**src/rtl/seg7_scan_driver.sv**
```systemverilog
// seg7_scan_driver: multiplexed 7-segment scan driver with a built-in prescaler,
// double-buffered snapshot (staging -> display at frame boundary) and page select.
// Optional feature macro: SEG7_LZ_BLANK_EN (leading-zero suppression in the page).
module seg7_scan_driver #(
  parameter int DIGITS   = 4,
  parameter int PAGES    = 2,
  parameter int SCAN_DIV = 50000,
  parameter int PW       = 1
) (
  input  logic                        CLK,
  input  logic                        Reset,
  input  logic [4*DIGITS*PAGES-1:0]   Data,
  input  logic                        Load,
  input  logic [PW-1:0]               Page,
  input  logic                        Blank,
  output logic [DIGITS-1:0]           AN,
  output logic [7:0]                  Seg,
  output logic                        Busy
);

  localparam int CW  = $clog2(SCAN_DIV);
  localparam int IW  = $clog2(DIGITS);
  localparam int PGW = (PAGES > 1) ? $clog2(PAGES) : 1;

  logic [CW-1:0]                          cnt;
  logic [IW-1:0]                          idx, idx_nxt;
  logic [PAGES-1:0][DIGITS-1:0][3:0]      stg, stg_nxt, disp, disp_nxt;
  logic [PGW-1:0]                         page_q, page_nxt, pg_in;
  logic                                   busy, busy_nxt;
  logic                                   tick, frame;
  logic [3:0]                             nib;
  logic [DIGITS-1:0]                      an_nxt;
  logic [7:0]                             seg_nxt;

  // Active-low hex font, dp off.
  function automatic logic [7:0] font(input logic [3:0] v);
    logic [7:0] s;
    s = 8'hFF;
    case (v)
      4'h0: s = 8'hC0; 4'h1: s = 8'hF9; 4'h2: s = 8'hA4; 4'h3: s = 8'hB0;
      4'h4: s = 8'h99; 4'h5: s = 8'h92; 4'h6: s = 8'h82; 4'h7: s = 8'hF8;
      4'h8: s = 8'h80; 4'h9: s = 8'h90; 4'hA: s = 8'h88; 4'hB: s = 8'h83;
      4'hC: s = 8'hC6; 4'hD: s = 8'hA1; 4'hE: s = 8'h86; 4'hF: s = 8'h8E;
      default: s = 8'hFF;
    endcase
    return s;
  endfunction

  // Scan timing, snapshot commit and page latch for the coming edge.
  always_comb begin
    tick     = (cnt == CW'(SCAN_DIV - 1));
    frame    = tick && (idx == IW'(DIGITS - 1));
    idx_nxt  = idx;
    if (tick) idx_nxt = (idx == IW'(DIGITS - 1)) ? '0 : idx + 1'b1;
    // Out-of-range page requests fall back to page 0; clamp once at the latch.
    pg_in    = (32'(Page) < PAGES) ? PGW'(Page) : '0;
    stg_nxt  = stg;
    disp_nxt = disp;
    busy_nxt = busy;
    page_nxt = page_q;
    if (frame) begin
      page_nxt = pg_in;
      busy_nxt = 1'b0;
      if (Load) begin
        // Load coinciding with the boundary bypasses staging entirely.
        stg_nxt  = Data;
        disp_nxt = Data;
      end else if (busy) begin
        disp_nxt = stg;
      end
    end else if (Load) begin
      stg_nxt  = Data;
      busy_nxt = 1'b1;
    end
  end

`ifdef SEG7_LZ_BLANK_EN
  // zfrom[i]: nibbles i..DIGITS-1 of the page about to be shown are all zero.
  logic [DIGITS-1:0] zfrom;
  logic              lz_dark;
  for (genvar g = 0; g < DIGITS; g++) begin : g_lz
    assign zfrom[g] = (disp_nxt[page_nxt][DIGITS-1:g] == '0);
  end
  assign lz_dark = (idx_nxt != '0) && zfrom[idx_nxt];
`endif

  // Digit decode uses post-edge idx/display/page so digit 0 of a frame is fresh.
  always_comb begin
    nib             = disp_nxt[page_nxt][idx_nxt];
    an_nxt          = '1;
    an_nxt[idx_nxt] = 1'b0;
    seg_nxt         = font(nib);
`ifdef SEG7_LZ_BLANK_EN
    if (lz_dark) begin
      an_nxt  = '1;
      seg_nxt = 8'hFF;
    end
`endif
  end

  // Prescaler, scan index and snapshot buffers.
  always_ff @(posedge CLK) begin
    if (Reset) begin
      cnt    <= '0;
      idx    <= IW'(DIGITS - 1);
      stg    <= '0;
      disp   <= '0;
      busy   <= 1'b0;
      page_q <= '0;
    end else begin
      cnt    <= tick ? '0 : cnt + 1'b1;
      idx    <= idx_nxt;
      stg    <= stg_nxt;
      disp   <= disp_nxt;
      busy   <= busy_nxt;
      page_q <= page_nxt;
    end
  end

  // Registered digit outputs: dark on Blank, refreshed on tick, held otherwise.
  always_ff @(posedge CLK) begin
    if (Reset || Blank) begin
      AN  <= '1;
      Seg <= 8'hFF;
    end else if (tick) begin
      AN  <= an_nxt;
      Seg <= seg_nxt;
    end
  end

  assign Busy = busy;

endmodule

```
**config.mk**
```make
export PLATFORM = sky130hd
export DESIGN_NAME = seg7_scan_driver
export DESIGN_NICKNAME = d
export VERILOG_FILES = /design/src/rtl/seg7_scan_driver.sv
export SDC_FILE = /design/constraint.sdc
export NUM_CORES = 1
export LEC_CHECK = 0
export CAP_MARGIN = 20
export CORE_MARGIN = 4
export CORE_UTILIZATION = 63
export CTS_BUF_LIST = sky130_fd_sc_hd__clkbuf_4
export CTS_CLUSTER_DIAMETER = 120
export CTS_CLUSTER_SIZE = 10
export DETAILED_ROUTE_END_ITERATION = 8
export PLACE_DENSITY = 0.87
export SKIP_CTS_REPAIR_TIMING = 1
export SLEW_MARGIN = 20
export SYNTH_ARGS = -nofsm -noshare
export SYNTH_HDL_FRONTEND = slang
export SYNTH_SLANG_ARGS = --single-unit
```
**constraint.sdc**
```tcl
create_clock -name CLK -period 9 [get_ports CLK]
set_input_delay 2.7 -clock CLK [delete_from_list [all_inputs] [get_ports CLK]]
set_output_delay 2.7 -clock CLK [all_outputs]
set_load 0.005 [all_outputs]
```
==> summary.txt, run 1 <==
Synth
  – Post-synth EDFFs: 0
  – Post-Synth XOR/XNOR Area: 0.0241
  – Count leader, synth: dfxtp_1
  – Main combinational cell family by area after synthesis: simple AND/OR/NAND/NOR gates
  – Ys Warns: 0
  – Ys flop type: dfxtp_1
  – Most frequent cells after synthesis: dfxtp_1 (95), nor2_1 (77), nand2_1 (48)
  – Netlist cell types: 60
  – Area fraction in compound gates after synthesis: 0.188
  – Simple-Gate Fraction of Synth Area: 0.242
  – Synth top area share: 0.402
  – Cell taking the most area after synthesis: dfxtp_1
  – Synthesized area: 0.00473 mm^2
  – Post-synthesis mux area share: 0.0698
  – Synth top area cells: dfxtp_1 (40%), nor2_1 (6.1%), mux2i_1 (5.7%)
  – Asr flop ratio synth: 0
  – Synthesized flop and latch total: 95
  – Seq/Total Area, Yosys: 0.402
  – Post-Synthesis Cells: 547
  – Post-Synth Adder-Cell Area: 0.0212
  – Syn_area_per_cell: between 8 and 9 um^2
  – Synth Net Count: ~590

Power
  – Total power: 0.720 mW
  – Peak VDD IR: 0.121 mV
  – Leak pwr: 1.92 nW
  – PwrDens: 135 mW/mm^2

Timing
  – Minimum clock period: 5.49 ns
  – Fin. Hold Viols: 0
  – Slew Viols, Final: 0
  – Final period utilization: 0.610
  – Skew final: 0.0166 ns
  – RSZ-0062 raised after global routing: no
  – Fin worst setup slack: between 3 and 4 ns
  – Min Hold Slack: 0.455 ns
  – Setup violations, final: 0
  – Slew HR: 0.518
  – Worst-margin pin slew: 0.723 ns
  – Max Clock Freq: 182 MHz
  – Setup_tns: 0 ns

Worst setup path
  – Worst R2R Setup Slack: 4.67 ns
  – CP Buf/Inv Count: 4
  – Slowest CP cell: buf_4
  – CP dominant cell by count: buf_4
  – Slowest stage delay, CP: 0.53 ns
  – Worst EP required: 9.34 ns
  – Crit-path leading delay family: compound AO/OA/AOI/OAI gates
  – CP Launch Type: input pin
  – FF-to-FF Start: cnt[4]$_SDFF_PP0_
  – CP cell instances: buf_2 -> buf_4 -> nor2_1 -> buf_4 -> a32o_1 -> a221o_1 -> a22oi_1 -> o221ai_1 -> or3_1 -> inv_1 -> ha_1 -> mux2i_1 -> a21o_1 -> a211o_1
  – WP data arrival: 5.84 ns
  – Worst setup EP type: register
  – CP Max Fanout: 64
  – RR Endpoint: Seg[5]$_SDFFE_PP1N_
  – CP Class: input pin to register
  – Worst reg-to-reg path cell count: 13

Floorplan
  – DIE HEIGHT: 94.7 um
  – Die area: around 0.009 mm^2
  – Core Footprint: 0.00729 mm^2
  – I/O Pins: 50
  – Floorplan row count: 31
  – Die width: 94.7 um
  – Initial Util: 0.649

Worst hold path
  – Hold worst-path end: cnt[0]$_SDFF_PP0_
  – Hold crit path type: register to register
  – Hold Crit Start: cnt[0]$_SDFF_PP0_
  – Hold Path Depth: 1

Place
  – Placer Congestion: 0.879
  – Port bufs: 48
  – Dpl hpwl: 7140 um
  – Pre-CTS WS: 3.07 ns

Routing
  – Drt initial violations: 310
  – Number of remaining DRC errors: 0
  – Drt wl/cell: 15.6 um
  – Vias/cell: 5.94
  – WL final: 10,600 um
  – Antenna-violating nets left: 0
  – DR pass1 iterations: 4
  – Vias: 4,023

Global routing
  – Total grt overflow: 0
  – First-pass GRT wire length: 17,900 um
  – Number of global-route vias before repair: 3,843
  – Largest net degree at the start of global routing: 73
  – Total GRT Usage: 0.246
  – Initial antenna violation count: 0

Final layout
  – Layout area overhead: 12.6%
  – Layout cells sized above 1: 0.0796
  – Fin util: 0.731
  – Fill count: 588
  – Fin nets: 618
  – Antenna Cells: 0

Clock network
  – H-Tree Depth: 3
  – Clk buf depth: 2
  – Clock Tree Root: clkbuf_4
  – TritonCTS Buffers: 9
  – Worst skew pair latency: 0.44 ns
  – CTS clk-pin slew, worst paths: 0.14 ns
  – CTS tree: done
  – Clk sink count: 95

Run status
  – Status: finished, final reports clean

Flow run
  – Maxcap violations: 0
==> state kept, by name (all words and copies together), names as in the netlist <==
signal,flops
disp,32
stg,32
cnt,16
Seg,7
AN,4
idx,2
Busy,1
page_q,1
==> where the power goes <==
group / leakage [nW] / internal (mW) / switching (mW)
Clock: 0.0742 / 0.0872 / 0.142
Combinational: 1.07 / 0.0267 / 0.0275
Sequential: 0.773 / 0.430 / 0.00680
==> placed cells by master (no fill, tap or decap), types with 6 or more instances in the layout <==
cell type and n:
nor2_1 77, and3_1 6, mux2i_1 27, o22ai_1 6, o21ai_0 12, ha_1 8, inv_1 15, xnor2_1 7
nand2b_1 20, dfxtp_1 95, nand2_1 48, o211ai_1 12, nand3_1 20, a32oi_1 14, clkbuf_4 10, a21oi_1 27
buf_4 7, a22oi_1 6, a32o_1 10, nor2b_1 21, clkdlybuf4s50_1 46, xor2_1 6, a221oi_1 8
==> cell type report <==
class	count	area (um^2)	share of cell area
multi-input combinational	397	2590	0.486
timing repair buffer	55	523	0.0981
inverter	15	56.3	0.0106
tap	99	124	0.0232
clock buffer	10	75.1	0.0141
sequential	95	1900	0.357
clock inverter	6	60.1	0.0113
==> worst reg2reg max path, stage by stage (launching register included) <==
cell	delay, ns
dfxtp_1	0.36
or4b_1	0.67
or4_1	0.63
nor2_1	0.38
nand2_1	0.18
o221ai_1	0.28
o22ai_1	0.17
nor4_4	0.54
inv_1	0.19
ha_1	0.30
inv_1	0.07
mux2i_1	0.07
a21o_1	0.16
a211o_1	0.25
==> worst max-delay path by stage <==
stage,startpoint,endpoint,slack [ns],cells after the start
global placement,Load,Seg[5]$_SDFFE_PP1N_,3.19,14
global route,Load,Seg[1]$_SDFFE_PP1N_,3.36,13
floorplan,Load,Seg[5]$_SDFFE_PP1N_,3.68,13
CTS,Load,Seg[5]$_SDFFE_PP1N_,3.54,14
finish,Load,Seg[5]$_SDFFE_PP1N_,3.51,14
detailed placement,Load,Seg[5]$_SDFFE_PP1N_,3.07,14
==> routing by layer <==
| layer | track usage | vias to the layer above | wire, um |
|---|---|---|---|
| li1 | - | 1986 | - |
| met1 | 0.332 | 1914 | 4940 |
| met2 | 0.398 | 104 | 4930 |
| met3 | 0.0462 | 19 | 530 |
| met4 | 0.0805 | 0 | 170 |
| met5 | 0 | - | 0 |
==> cells by family after synthesis <==
kind of cell | after synthesis
and+or+nand+nor | 224
AOI/OAI and AO/OA | 120
DFF | 95
buffers and inverters | 55
muxes | 31
xor gates and xnor gates | 13
adders and majority gates | 8
other | 1
==> through the flow <==
step | std cells | area [um^2]
6_report | 677 | 5330
5_1_grt | 677 | 5330
4_1_cts | 677 | 5330
3_5_place_dp | 661 | 5190
3_3_place_gp | 661 | 5190
2_1_floorplan | 547 | 4730
(Power assumes the default switching activity.)
==> inputs of run 2 (changes only) <==
--- a/config.mk
+++ b/config.mk
@@ -7,12 +7,12 @@
 export LEC_CHECK = 0
 export CAP_MARGIN = 20
 export CORE_MARGIN = 4
-export CORE_UTILIZATION = 63
+export CORE_UTILIZATION = 53
 export CTS_BUF_LIST = sky130_fd_sc_hd__clkbuf_4
 export CTS_CLUSTER_DIAMETER = 120
 export CTS_CLUSTER_SIZE = 10
 export DETAILED_ROUTE_END_ITERATION = 8
-export PLACE_DENSITY = 0.87
+export PLACE_DENSITY = 0.78
 export SKIP_CTS_REPAIR_TIMING = 1
 export SLEW_MARGIN = 20
 export SYNTH_ARGS = -nofsm -noshare
==> constraint.sdc (replaced) <==
create_clock -name CLK -period 4.9 [get_ports CLK]
set_input_delay 1.47 -clock CLK [delete_from_list [all_inputs] [get_ports CLK]]
set_output_delay 1.47 -clock CLK [all_outputs]
set_load 0.005 [all_outputs]
==> summary.txt, run 2 (synthesis gave the netlist of run 1 again) <==
Clock network
  – CTS clk-pin slew, worst paths: 0.13 ns (about the same)
  – Clk sink count: 95 (unchanged)
  – TritonCTS Buffers: 9 (unchanged)
  – Clk buf depth: 2 (unchanged)
  – CTS tree: done
  – H-Tree Depth: 3 (unchanged)
  – Worst skew pair latency: 0.43 ns (about the same)
  – Clock Tree Root: clkbuf_4

Final layout
  – Fin util: 0.613 (-0.118)
  – Most frequent cells in the layout: dfxtp_1 (95), nor2_1 (77), nand2_1 (48)
  – Top flop regs: disp (32), stg (32), cnt (16)
  – Fin nets: 619 (+0.16%)
  – Layout cells sized above 1: 0.0796 (unchanged)
  – Antenna Cells: 0 (unchanged)
  – Layout area overhead: 12.9%
  – Commonest non-fill, non-tap cell in the layout: dfxtp_1
  – Fill count: 759 (+29%)

Routing
  – Drt initial violations: 241 (-22%)
  – Antenna-violating nets left: 0 (unchanged)
  – Vias: 4,022 (-0.025%)
  – Number of remaining DRC errors: 0 (unchanged)
  – Drt wl/cell: 15.5 um (-0.78%)
  – WL final: 10,600 um (+0.54%)
  – DR pass1 iterations: 5 (+1)
  – Vias/cell: 5.86 (-1.3%)

Global routing
  – Number of global-route vias before repair: 3,835 (-0.21%)
  – First-pass GRT wire length: 18,000 um (+0.38%)
  – Total GRT Usage: 0.211 (-0.0350)
  – Total grt overflow: 0 (unchanged)
  – Largest net degree at the start of global routing: 73 (unchanged)
  – Initial antenna violation count: 0 (unchanged)

Floorplan
  – DIE HEIGHT: 102 um (+8.3%)
  – Floorplan row count: 34 (+9.7%)
  – Die area: 0.0105 mm^2 (+17%)
  – Initial Util: 0.543 (-0.106)
  – I/O Pins: 50 (unchanged)
  – Core Footprint: 0.00872 mm^2 (+20%)
  – Die width: 102 um (+8.3%)

Place
  – Dpl hpwl: 7520 um (+5.3%)
  – Port bufs: 48 (unchanged)
  – Placer Congestion: 0.843 (-4.1%)

Timing
  – Slew Viols, Final: 0 (unchanged)
  – Fin. Hold Viols: 0 (unchanged)
  – Final period utilization: 0.887
  – Max Clock Freq: around 230 MHz
  – RSZ-0062 raised after global routing: no
  – Min Hold Slack: 0.465 ns (+0.00986 ns)
  – Setup violations, final: 0 (unchanged)
  – Minimum clock period: ~4.3 ns
  – Skew final: 0.0103 ns (-0.00634 ns)
  – Worst-margin pin slew: 0.754 ns (+0.0313 ns)
  – Slew HR: 0.497 (-0.0209)
  – Setup_tns: 0 ns (unchanged)

Power
  – Switching share of power: 0.244 (-0.000277)
  – Sw power: 0.320 mW (+82%)
  – P_int: 0.991 mW (+82%)
  – Total power: 1.31 mW (+82%)
  – PwrDens: 245 mW/mm^2 (+82%)
  – Sequential share of power: 0.612 (+0.005)
  – Leak pwr: 1.92 nW (-0.21%)
  – Peak VDD IR: 0.190 mV (+57%)
  – Combinational group share of total power: 0.077 (+0.002)
  – Clock share of power: 0.311 (-0.007)

Flow run
  – Maxcap violations: 0 (unchanged)

Run status
  – Status: finished, final reports clean

Worst setup path
  – CP Launch Type: register
  – Worst EP required: 5.23 ns (-4.11 ns)
  – WP data arrival: 4.67 ns (-1.17 ns)
  – CP Max Fanout: 6 (-91%)
  – Worst setup EP type: register
  – CP Class: register to register

Worst hold path
  – Hold crit path type: register to register
[run 2: cell types whose count changed in the layout (fill, tap and decap cells not counted)]
cell	previous run	this run
clkbuf_4	10	9
clkinvlp_4	1	2
clkinv_4	0	1
inv_6	1	0
buf_4	7	8
clkinv_2	2	1
[run 2: through the flow]
step | cells | cell area, um^2 | worst slack (ns)
after global placement | 671 | 5210 | 0.644
after CTS | 686 | 5340 | 0.575
final | 686 | 5340 | 0.555
after floorplan | 547 | 4730 | 0.807
after global routing | 686 | 5340 | 0.278
after detailed placement | 671 | 5210 | 0.503
[run 2: final cells by class]
| cell class | instances | area, um^2 | share of cell area |
|---|---|---|---|
| well taps | 108 | 135 | 0.0253 |
| flip-flops and latches | 95 | 1900 | 0.356 |
| clock buffers | 9 | 67.6 | 0.0126 |
| inverters | 15 | 56.3 | 0.0105 |
| repair buffers | 56 | 531 | 0.0993 |
| clock inverters | 6 | 62.6 | 0.0117 |
| multi-input cells | 397 | 2590 | 0.485 |
[run 2: worst paths after layout]
check                                        from                   to  slack, ns  depth (start not counted)
worst max-delay path            cnt[4]$_SDFF_PP0_  Seg[5]$_SDFFE_PP1N_       0.55                         13
worst min-delay path            cnt[0]$_SDFF_PP0_    cnt[0]$_SDFF_PP0_       0.46                          1
worst max register to register  cnt[4]$_SDFF_PP0_  Seg[5]$_SDFFE_PP1N_       0.55                         13
worst min register to register  cnt[0]$_SDFF_PP0_    cnt[0]$_SDFF_PP0_       0.46                          1
[run 2: power groups by stage]
stage | sequential, mW | combinational, mW | clock [mW]
after global placement | 0.819 | 0.0977 | 0
after global routing | 0.806 | 0.111 | 0.451
after CTS | 0.803 | 0.101 | 0.420
final | 0.803 | 0.100 | 0.408
after floorplan | 0.814 | 0.0576 | 0
after detailed placement | 0.820 | 0.100 | 0
[run 2: layer usage]
metal | track usage | part of all wire | vias up
li1 | - | - | 1991
met1 | 0.290 | 0.46 | 1903
met2 | 0.340 | 0.46 | 120
met3 | 0.0474 | 0.068 | 8
met4 | 0.0505 | 0.0087 | 0
met5 | 0 | 0 | -
[run 2: worst max-delay path, cell delays in order (launching register included)]
cell      delay, ns
dfxtp_1        0.37
or4b_1         0.68
or4_1          0.63
nor2_1         0.41
nand2_1        0.20
o221ai_1       0.26
o22ai_1        0.18
nor4_4         0.50
inv_1          0.18
ha_1           0.29
inv_1          0.07
mux2i_1        0.06
a21o_1         0.16
a211o_1        0.26
==> variant: new RTL, flow settings as in run 2 <==
Put one more register stage on the output `Seg`, without a reset. The value now appears one clock later. The other outputs are not delayed to match.
--- a/src/rtl/seg7_scan_driver.sv
+++ b/src/rtl/seg7_scan_driver.sv
@@ -23,2 +23,4 @@
   localparam int PGW = (PAGES > 1) ? $clog2(PAGES) : 1;
+
+  logic [7:0] Seg_s0;
 
@@ -123,6 +125,6 @@
       AN  <= '1;
-      Seg <= 8'hFF;
+      Seg_s0 <= 8'hFF;
     end else if (tick) begin
       AN  <= an_nxt;
-      Seg <= seg_nxt;
+      Seg_s0 <= seg_nxt;
     end
@@ -132,2 +134,6 @@
 
+  always_ff @(posedge CLK) begin
+    Seg <= Seg_s0;
+  end
+
 endmodule
Formal check against the unedited RTL: not equivalent (Yosys sat finds a counterexample within 4 cycles, from zero or initial values and one cycle with Reset high).
==> variant against run 2 <==
- power grew 3.5%
- count of clock-buffer cells in the layout grew 3
- largest power group unchanged
- sequential cell count grew 7
- clock skew grew 0.0046 ns
- sequential power grew 6.7%
- non-clock buffer count grew 3
- wire length grew 4.1%
- via count grew 5.3%
- final area grew 2.2%
- area after synthesis grew 2.0%
- setup slack gained 0.14 ns
- fmax grew 3.3%
- die area grew 1.8%
==> variant: results (changes against run 2) <==
metric	value	unit	change
top cells by area, synth	dfxtp_1 (42%), nor2_1 (8.2%), mux2i_1 (6.8%)		
CP Data Arrival Time	4.55	ns	-0.12 ns
port buffer count	48		unchanged
Slew HR	42.33	%	-7.4 points
Clock Skew	0.01493	ns	+0.004639 ns
Avg WL per Cell	15.62	um	+0.74%
clock root buffer	clkbuf_4		
prevailing post-synth register cell	dfxtp_1		
DP HPWL	7738	um	+2.9%
Hold WC Path Type	flop to flop		
outcome	finished, final reports clean		
Final Max Tran Viols	0		unchanged
Top Registers	disp: 32 flops, stg: 32 flops, cnt: 16 flops		
antenna violations before repair	0		unchanged
ant diodes	0		unchanged
total global-route track usage	21.56	%	+0.44 points
CP peak stage delay	0.51	ns	-0.17 ns
global-route wire length before repair	18600	um	+3.4%
vias in the first global route	4016		+4.7%
# H-tree levels	3		unchanged
cell leakage power	0.002081	uW	+8.6%
fin nets	641		+3.6%
Reg2Reg Setup Slack	0.69	ns	+0.14 ns
fraction of layout cells with a size suffix above 1	6.988	%	-0.97 points
synth warn	0		unchanged
CTS Buf Count	9		unchanged
Crit-path slowest cell	dfxtp_1		
Peak VDD IR	189.9	uV	+0.14%
Fill cells	806		+6.2%
async set or reset register ratio after synthesis	0	%	unchanged
largest net degree at the start of global routing	72		-1.4%
Crit Path Max Fanout	11		+5
total number of vias	4234		+5.3%
router iterations before antenna repair	4		-1
Clock transition at path regs	0.14	ns	
Worst-Skew Late Latency	0.44	ns	
Unique masters post-synth	53		-12%
Synth Net Count	612		+3.4%
Commonest cells post-synth	nor2_1 (105), dfxtp_1 (102), mux2i_1 (33), nand2_1 (33), o21ai_0 (27)		
Seq/Total Area, Yosys	42.31	%	+2.1 points
gpl congestion	0.8404		-0.31%
drt first-iter violations	326		+35%
Max clock buf depth	2		unchanged
==> variant: final cells by class <==
cell class              instances  area share (%)
clock buffers                  12           1.650
clock inverters                 4          0.4354
inverters                      22           1.512
multi-input cells             402           46.17
flip-flops and latches        102           37.40
well taps                     108           2.475
repair buffers                 59           10.36
==> variant: cell families (layout without fill, tap and decap cells) <==
logic type | Yosys count | count (layout) | share of synthesized area, %
flip-flops | 102 | 102 | 42.31
adder cells (fa/ha/maj) | 8 | 8 | 2.074
other | 1 | 1 | 0.07771
multiplexers | 42 | 42 | 9.256
AO/OA/AOI/OAI | 130 | 130 | 18.38
XOR/XNOR | 14 | 14 | 2.541
buffers and inverters | 63 | 97 | 5.444
AND/OR/NAND/NOR | 207 | 207 | 19.91
==> variant: layer usage <==
layer | track usage (%) | up-vias | wire (um) | part of all wire [%]
li1 | - | 2071 | - | -
met1 | 29.48 | 2010 | 5005 | 45
met2 | 35.39 | 137 | 5287 | 48
met3 | 2.750 | 16 | 588 | 5.3
met4 | 6.972 | 0 | 191 | 1.7
met5 | 0 | - | 0 | 0
==> variant: critical path, delay by kind of cell, from the launching register on <==
family | cells | cell delay (ns)
adder cells (fa/ha/maj) | 2 | 0.54
multiplexers | 1 | 0.27
buffers and inverters | 3 | 0.48
AO/OA/AOI/OAI | 4 | 0.73
AND/OR/NAND/NOR | 5 | 1.57
flip-flops | 1 | 0.51
==> variant: through the flow <==
step | cell area, um2 | instances | hold WS, ns | worst slack, ns | total power (uW)
6_report | 5460 | 709 | 0.3635 | 0.6949 | 1357
5_1_grt | 5460 | 709 | 0.3691 | 0.3823 | 1410
4_1_cts | 5460 | 709 | 0.3633 | 0.7402 | 1364
3_5_place_dp | 5346 | 693 | 0.3405 | 0.6388 | 990.0
3_3_place_gp | 5346 | 693 | 0.3392 | 0.6642 | 985.0
2_1_floorplan | 4826 | 567 | 0.3306 | 0.6926 | 939.5
==> variant: path summary, 6_finish.rpt <==
kind	start	endpoint	depth (start not counted)
setup / recovery	idx[0]$_SDFF_PP1_	Seg_s0[3]$_SDFFE_PP1N_	15
hold / removal	Seg_s0[5]$_SDFFE_PP1N_	Seg[5]$_DFF_P_	0
hold reg to reg	Seg_s0[5]$_SDFFE_PP1N_	Seg[5]$_DFF_P_	0
setup reg to reg	idx[0]$_SDFF_PP1_	Seg_s0[3]$_SDFFE_PP1N_	15
==> variant: power by group <==
group	switching [uW]	total, uW	internal [uW]
sequential	9.75	857	848
combinational	58.8	115	56.1
clock	265	385	120
